===== src/rtl/uart9_tx_frame_sched.sv =====
// uart9_tx_frame_sched: round-robin frame scheduler feeding framed 9-bit words to uart9
module uart9_tx_frame_sched #(
    parameter int         DATAMAXBYTES = 10,
    parameter int         ACK_TIMEOUT  = 255,
    parameter logic [7:0] SP_START     = 8'h7E,
    parameter logic [7:0] SP_END       = 8'h7D
) (
    input  logic       CLK,
    input  logic       reset,
    input  logic [1:0] req,
    input  logic [7:0] head0,
    input  logic [7:0] head1,
    input  logic [7:0] len0,
    input  logic [7:0] len1,
    input  logic [7:0] data0,
    input  logic [7:0] data1,
    output logic [1:0] grant,
    output logic [3:0] data_idx,
    output logic [1:0] done,
    output logic       err,
    output logic       busy,
    output logic       tx_enable,
    output logic       ld_tx_data,
    output logic [8:0] tx_data,
    input  logic       tx_empty
);
    typedef enum logic [1:0] {IDLE, LOAD, WAIT_ACK, WAIT_DONE} stateT;
    typedef enum logic [2:0] {PH_START, PH_HEAD, PH_BCNT, PH_DATA, PH_END} phaseT;

    stateT      state, stateNext;
    phaseT      phase, phaseNext;
    logic [7:0] headReg, headNext;
    logic [7:0] lenReg, lenNext;
    logic [7:0] ackCnt, ackCntNext;
    logic       last, lastNext;
    logic       lastSent, lastSentNext;
    logic [1:0] grantNext, doneNext;
    logic [3:0] idxNext;
    logic       errNext;
    logic [8:0] wordNext, txDataNext;
    logic [1:0] winner;
    logic [7:0] lenSel, lenClamp, dataSel;
    logic       lastWord;

    // Arbitration: a lone request wins, a tie goes to whoever did not own the previous frame
    assign winner   = req == 2'b11 ? (last ? 2'b01 : 2'b10) : req;
    assign lenSel   = winner[1] ? len1 : len0;
    assign lenClamp = lenSel > 8'(DATAMAXBYTES) ? 8'(DATAMAXBYTES) : lenSel;
    assign dataSel  = grant[1] ? data1 : data0;
    assign lastWord = {4'd0, data_idx} == lenReg - 8'd1;

    // Next-state, field sequencing and the word to load on the next LOAD entry
    always_comb begin
        stateNext    = state;
        phaseNext    = phase;
        grantNext    = grant;
        idxNext      = data_idx;
        headNext     = headReg;
        lenNext      = lenReg;
        lastNext     = last;
        lastSentNext = lastSent;
        ackCntNext   = ackCnt;
        doneNext     = 2'b00;
        errNext      = 1'b0;
        case (state)
            IDLE: begin
                if (tx_empty && req != 2'b00) begin
                    stateNext = LOAD;
                    phaseNext = PH_START;
                    grantNext = winner;
                    headNext  = winner[1] ? head1 : head0;
                    lenNext   = lenClamp;
                    idxNext   = 4'd0;
                    lastNext  = winner[1];
                end
            end
            LOAD: begin
                stateNext  = WAIT_ACK;
                ackCntNext = 8'd0;
            end
            WAIT_ACK: begin
                if (!tx_empty) begin
                    stateNext    = WAIT_DONE;
                    lastSentNext = lastWord;
                    // the word is already latched, so step the index now to let the next byte settle before LOAD
                    if (phase == PH_DATA && !lastWord)
                        idxNext = data_idx + 4'd1;
                end else if (ackCnt == 8'(ACK_TIMEOUT - 1)) begin
                    stateNext = IDLE;
                    grantNext = 2'b00;
                    errNext   = 1'b1;
                end else begin
                    ackCntNext = ackCnt + 8'd1;
                end
            end
            WAIT_DONE: begin
                if (tx_empty) begin
                    if (phase == PH_END) begin
                        stateNext = IDLE;
                        grantNext = 2'b00;
                        doneNext  = grant;
                    end else begin
                        stateNext = LOAD;
                        phaseNext = phase == PH_START ? PH_HEAD :
                                    phase == PH_HEAD  ? PH_BCNT :
                                    phase == PH_BCNT  ? (lenReg != 8'd0 ? PH_DATA : PH_END) :
                                    lastSent          ? PH_END : PH_DATA;
                    end
                end
            end
            default: stateNext = IDLE;
        endcase
        wordNext   = phaseNext == PH_START ? {1'b1, SP_START} :
                     phaseNext == PH_HEAD  ? {1'b0, headReg} :
                     phaseNext == PH_BCNT  ? {1'b0, lenReg} :
                     phaseNext == PH_DATA  ? {1'b0, dataSel} : {1'b1, SP_END};
        txDataNext = stateNext == LOAD ? wordNext : tx_data;
    end

    // State and registered outputs
    always_ff @(posedge CLK) begin
        if (reset) begin
            state      <= IDLE;
            phase      <= PH_START;
            headReg    <= 8'd0;
            lenReg     <= 8'd0;
            ackCnt     <= 8'd0;
            last       <= 1'b1;
            lastSent   <= 1'b0;
            grant      <= 2'b00;
            data_idx   <= 4'd0;
            done       <= 2'b00;
            err        <= 1'b0;
            busy       <= 1'b0;
            tx_enable  <= 1'b0;
            ld_tx_data <= 1'b0;
            tx_data    <= 9'd0;
        end else begin
            state      <= stateNext;
            phase      <= phaseNext;
            headReg    <= headNext;
            lenReg     <= lenNext;
            ackCnt     <= ackCntNext;
            last       <= lastNext;
            lastSent   <= lastSentNext;
            grant      <= grantNext;
            data_idx   <= idxNext;
            done       <= doneNext;
            err        <= errNext;
            busy       <= stateNext != IDLE;
            tx_enable  <= stateNext != IDLE;
            ld_tx_data <= stateNext == LOAD;
            tx_data    <= txDataNext;
        end
    end
endmodule

===== config.mk =====
export PLATFORM = sky130hd
export DESIGN_NAME = uart9_tx_frame_sched
export DESIGN_NICKNAME = d
export VERILOG_FILES = /design/src/rtl/uart9_tx_frame_sched.sv
export SDC_FILE = /design/constraint.sdc
export NUM_CORES = 1
export LEC_CHECK = 0
export CORE_MARGIN = 10
export CORE_UTILIZATION = 50
export CTS_CLUSTER_DIAMETER = 40
export DETAILED_ROUTE_END_ITERATION = 10
export GPL_ROUTABILITY_DRIVEN = 1
export PLACE_DENSITY = 0.89
export REMOVE_ABC_BUFFERS = 1
export SLEW_MARGIN = 20
export SYNTH_ARGS = -nofsm -noshare
export SYNTH_HDL_FRONTEND = slang
export SYNTH_SLANG_ARGS = --single-unit

===== constraint.sdc =====
create_clock -name CLK -period 2.5 [get_ports CLK]
set_input_delay 0.5 -clock CLK [delete_from_list [all_inputs] [get_ports CLK]]
set_output_delay 0.5 -clock CLK [all_outputs]
set_load 0.02 [all_outputs]

# Yosys cells after proc, flatten, opt, wreduce, memory -nomap -nowiden
# Index checks and enable logic that the tools add are counted.
[totals]
in_bits = 53
output_inout_bits = 21
word_cells = 102
regBits = 51
[op_classes]
add_sub_neg = 3
n_bitwise = 4
mux = 39
reduce_logical = 19
n_lt_le_gt_ge = 1
n_eq_ne = 22
[op_table]
columns = ["operator", "n"]
rows = [
  ["$mux W8", 6],
  ["$mux W9", 4],
  ["$mux W3", 8],
  ["$mux W2", 11],
  ["$ne A2 B2 Y1 const B", 8],
  ["$pmux W8 S2", 1],
  ["$eq A3 B2 Y1 const B", 4],
  ["$mux W4", 3],
  ["$add A8 B1 Y8 const B", 1],
  ["$eq A4 B8 Y1", 1],
  ["$eq A8 B8 Y1 const B", 1],
  ["$gt A8 B4 Y1 const B", 1],
  ["$pmux W2 S4", 1],
  ["$pmux W4 S2", 1],
  ["$reduce_bool A2 Y1", 4],
  ["$reduce_bool A8 Y1", 1],
  ["$sub A8 B1 Y8 const B", 1],
  ["$eq A2 B2 Y1 const B", 3],
  ["$eq A3 B1 Y1 const B", 2],
  ["$logic_not A3 Y1", 2],
  ["$pmux W2 S3", 1],
  ["$pmux W3 S2", 1],
  ["$reduce_and A6 Y1", 1],
  ["$add A4 B1 Y4 const B", 1],
  ["other kinds (13)", 20],
]

# Longest topological paths before layout
[depth]
word_depth = 13
depth_mapped = 10
ltp_nobuf = 8

# Worst setup path after synthesis
# No wires, ideal clock.
[synth_timing]
path_kind = "register -> register"
start = "register lenReg[0]"
end = "register tx_data[7]"
arrival_ps = 2031
required_time_ps = 2414
setup_time_ps = 86
path_stages_with_launch = 9
path_slack_ps = 383
n_path_buf = 0
cell_sequence = "dfxtp_1 > inv_1 > ha_1 > nor4b_4 > a211oi_4 > nor3_2 > o31a_1 > a221o_1 > a221oi_2"
[synth_via]
elab_chain_cells = 13
word_cells_on_any_way = 16
cone_classes = "eq/ne: 3; mux: 11; reduce/logical: 2"
[synth_lines]
columns = ["element", "line", "text"]
rows = [
  ["start: declaration", "33", "logic [7:0] lenReg, lenNext;"],
  ["start signal: assignment", "142", "lenReg <= lenNext;"],
  ["$reduce_bool A8 Y1 *", "106", "phase == PH_BCNT ? (lenReg != 8'd0 ? PH_DATA : PH_END) :"],
  ["$mux W3 * (2 in series)", "106", ""],
  ["$mux W3 *", "105", "phase == PH_HEAD ? PH_BCNT :"],
  ["$mux W3 *", "104", "phaseNext = phase == PH_START ? PH_HEAD :"],
  ["$mux W3 *", "98", "if (phase == PH_END) begin"],
  ["$mux W3 *", "97", "if (tx_empty) begin"],
  ["$pmux W3 S2 *", "65", "case (state)"],
  ["$eq A3 B2 Y1", "116", "phaseNext == PH_DATA ? {1'b0, dataSel} : {1'b1, SP_END};"],
  ["$mux W9", "116", ""],
  ["$mux W9", "115", "phaseNext == PH_BCNT ? {1'b0, lenReg} :"],
  ["$mux W9", "114", "phaseNext == PH_HEAD ? {1'b0, headReg} :"],
  ["$mux W9 *", "113", "wordNext = phaseNext == PH_START ? {1'b1, SP_START} :"],
  ["end signal: assignment", "153", "tx_data <= txDataNext;"],
  ["end: declaration", "24", "output logic [8:0] tx_data,"],
]
# Every way passes the cells marked *; elsewhere a longest branch is shown, timed or not.
# A chain may end at the register's enable or synchronous reset.

# Final worst setup path
[layout_timing]
start = "register state[1]"
end = "register tx_data[7]"
[layout_via]
elab_chain_cells = 7
word_cells_on_any_way = 19
cone_classes = "eq/ne: 7; mux: 10; reduce/logical: 2"
[layout_lines]
columns = ["element", "line", "text"]
rows = [
  ["start: declaration", "30", "stateT state, stateNext;"],
  ["start signal: assignment", "139", "state <= stateNext;"],
  ["$eq A2 B2 Y1 / $logic_not A2 Y1 (equally long branches)", "65", ""],
  ["$pmux W3 S2", "65", ""],
  ["$eq A3 B2 Y1", "116", ""],
  ["$mux W9", "116", ""],
  ["$mux W9", "115", ""],
  ["$mux W9", "114", ""],
  ["$mux W9", "113", ""],
]
# Parallel ways exist; a longest one is shown, timed or not.

==> out/qor.yml <==
outcome:
  status: "finished, final reports clean"
clock_network:
  clk_pin_slew_ps: 100
  cts_setup_buffers: 0
  cts-buffers-inserted: 5
  root_buffer: "clkbuf_8"
  cts_buffer_depth: 2
  cts_hold_buf: 0
  clock_sinks: 51
  ctsHtreeMaxLevel: 2
  clk_latency_ps: 310
  cts_tree: "done"
detailed_routing:
  drc: 0
  postRouteAntennaNets: 0
  drt_iter0_drc: 136
  num_vias: 2798
  drtPass1Iterations: 4
  via_per_inst: 5.745
  routedWlPerCell_um: 16.71
  wirelength_um: 8137
finish:
  fillers: 466
  fin_nets: 476
  drive_gt1_share_pct: 16.14
  final_util_pct: 71.15
  finalInstanceArea_um2: 3990
  syn_to_final_growth_pct: 34.96
  antenna_cells: 0
yosys:
  synth_top_cell_by_area: "dfxtp_1"
  ys_top_cells_by_area: "dfxtp_1 (35%), mux2i_1 (5.8%), nor2_1 (5.1%)"
  ys.warnings.count: 0
  netlist.area_leader.share_pct: 34.53
  synthFlopType: "dfxtp_1"
  synth_seq_cells: 51
  synthArstFlopShare_pct: 0
  syn_inst: 328
  synth_cell_types: 70
  avgSynthCellArea_um2: 9.014
  ys_seq_area_share_pct: 34.53
  netlist_area_um2: 2957
  synth_edf_count: 0
placed_design:
  place_area_um2: 3851
  io_buffer_count: 73
  dpl.hpwl_um: 6322
  place.gp.congestion: 0.8894
timing:
  rsz0062_at_grt: "no"
  slew_headroom_pct: 66.05
  fmax_mhz: 425.7
  fin_hold_ws_ps: 501.4
  post-route-period-util_pct: 93.96
  worst_slew_pin_slew_ps: 508.7
  hold_viol_final: 0
  finalMaxSlewViolations: 0
  fin_crit_ps: 2349
  fin_skew_ps: 11.63
  setup_viol: 0
global_routing:
  antenna_found_initial: 0
  grt_max_degree: 28
  grt_first_pass_wirelength_um: 13480
  grt_pass1_vias: 2895
  grt_overflow: 0
  grt_usage_pct: 16.49
power_and_ir_drop:
  vdd_drop_max_v: 0.0004363
  total_power_uw: 2536
  p_per_area_nw_per_um2: 635.6
  leakage_uw: 0.001528
floorplanning:
  start_util_pct: 52.72
  core_um2: 5608
  die_y_um: 96.90
  dieArea_um2: 9389
  num_io_pins: 74
  rows: 27
  die_w_um: 96.90
worst_setup_path:
  critPathCaptureType: "flop"
  worstPathArrival_ps: 2580
  cp-start-kind: "flop"
  cp-startpoint: "state[1]"
  regToRegStartpoint: "state[1]"
  cp.required_ps: 2730
  worstPathMaxFanout: 7
  worstSetupPathType: "flop to flop"
worst_hold_path:
  hp-class: "flop to flop"
  min_from: "grant[0]"
job:
  drv_cap: 0
-- synthesized netlist by cell type, types with 8 or more instances --
master,number
dfxtp_1,51
nor2_1,40
a21oi_1,20
mux2i_1,17
inv_1,16
nand2_1,14
a211oi_1,11
nor3_1,11
o21ai_0,11
ha_1,9
nand3_1,8
-- through the flow --
stage / setup slack, ps / TNS (ps) / std cells
global route: 11.99 / 0 / 487
global placement: -64.82 / -372.3 / 479
CTS: 156.9 / 0 / 487
finish: 151.1 / 0 / 487
detailed placement: -147.7 / -1202 / 479
floorplan: 255.1 / 0 / 315
-- critical path: stages (launching register included) --
cell and delay (ps):
dfxtp_1 460, inv_1 100, ha_1 330, and3b_2 280, nand2_1 60, nor3_1 260
nor2_2 70, buf_4 170, a221o_1 310, a221oi_2 240
-- layer usage --
layer / GRT usage [%] / vias to the layer above / part of all wire [%]
met2: 28.89 / 88 / 48
li1: - / 1376 / -
met1: 18.98 / 1324 / 43
met4: 4.171 / 0 / 1.4
met5: 0 / - / 0
met3: 4.897 / 10 / 7.1
-- cell type report --
cell class	instances	area [um^2]	share of cell area, %
well taps	72	90.09	2.258
flip-flops and latches	51	1022	25.62
inverters	16	60.06	1.505
clock buffers	5	68.82	1.725
multi-input cells	248	1832	45.91
clock inverters	3	43.79	1.098
repair buffers	92	873.3	21.89
-- flip-flops by register name, indices dropped and copies added (netlist names) --
register	cells
state	2
last	1
ackCnt	8
grant	2
err	1
tx_data	9
tx_enable	1
lastSent	1
ld_tx_data	1
data_idx	4
phase	3
headReg	8
lenReg	8
done	2
-- cells by family after synthesis --
logic type                 synth area share [%]
and+or+nand+nor                           21.84
AOI/OAI and AO/OA                         24.25
DFF                                       34.53
buffers and inverters                     4.359
muxes                                     6.898
xor gates and xnor gates                  4.316
adders and majority gates                 3.809
-- where the power goes --
part,internal [uW],switching (uW)
clock,298,287
sequential,917,75.9
combinational,460,499
-- placed cells by master, fill, tap and decap left out, types with 6 or more instances in the layout --
cell,count
a211oi_1,11
a21oi_1,20
a221oi_2,7
a31oi_1,6
buf_4,19
clkdlybuf4s50_1,73
dfxtp_1,50
ha_1,8
inv_1,16
mux2i_1,17
nand2_1,14
nand3_1,8
nor2_1,40
nor3_1,11
o21ai_0,11
xor2_1,7
-- final timing paths --
path	to	slack, ps	cells past startpoint
max	tx_data[7]	150	9
min	done[0]	500	1
max reg2reg	tx_data[7]	150	9
min reg2reg	done[0]	500	1
-- timing repair --
item / 4_1_cts / 5_1_grt
gates resized for setup: 0 / 6
endpoints found under the hold margin: 0 / 0
setup endpoints to repair: 0 / 9
No activity file was read; power rests on OpenSTA's default activity.
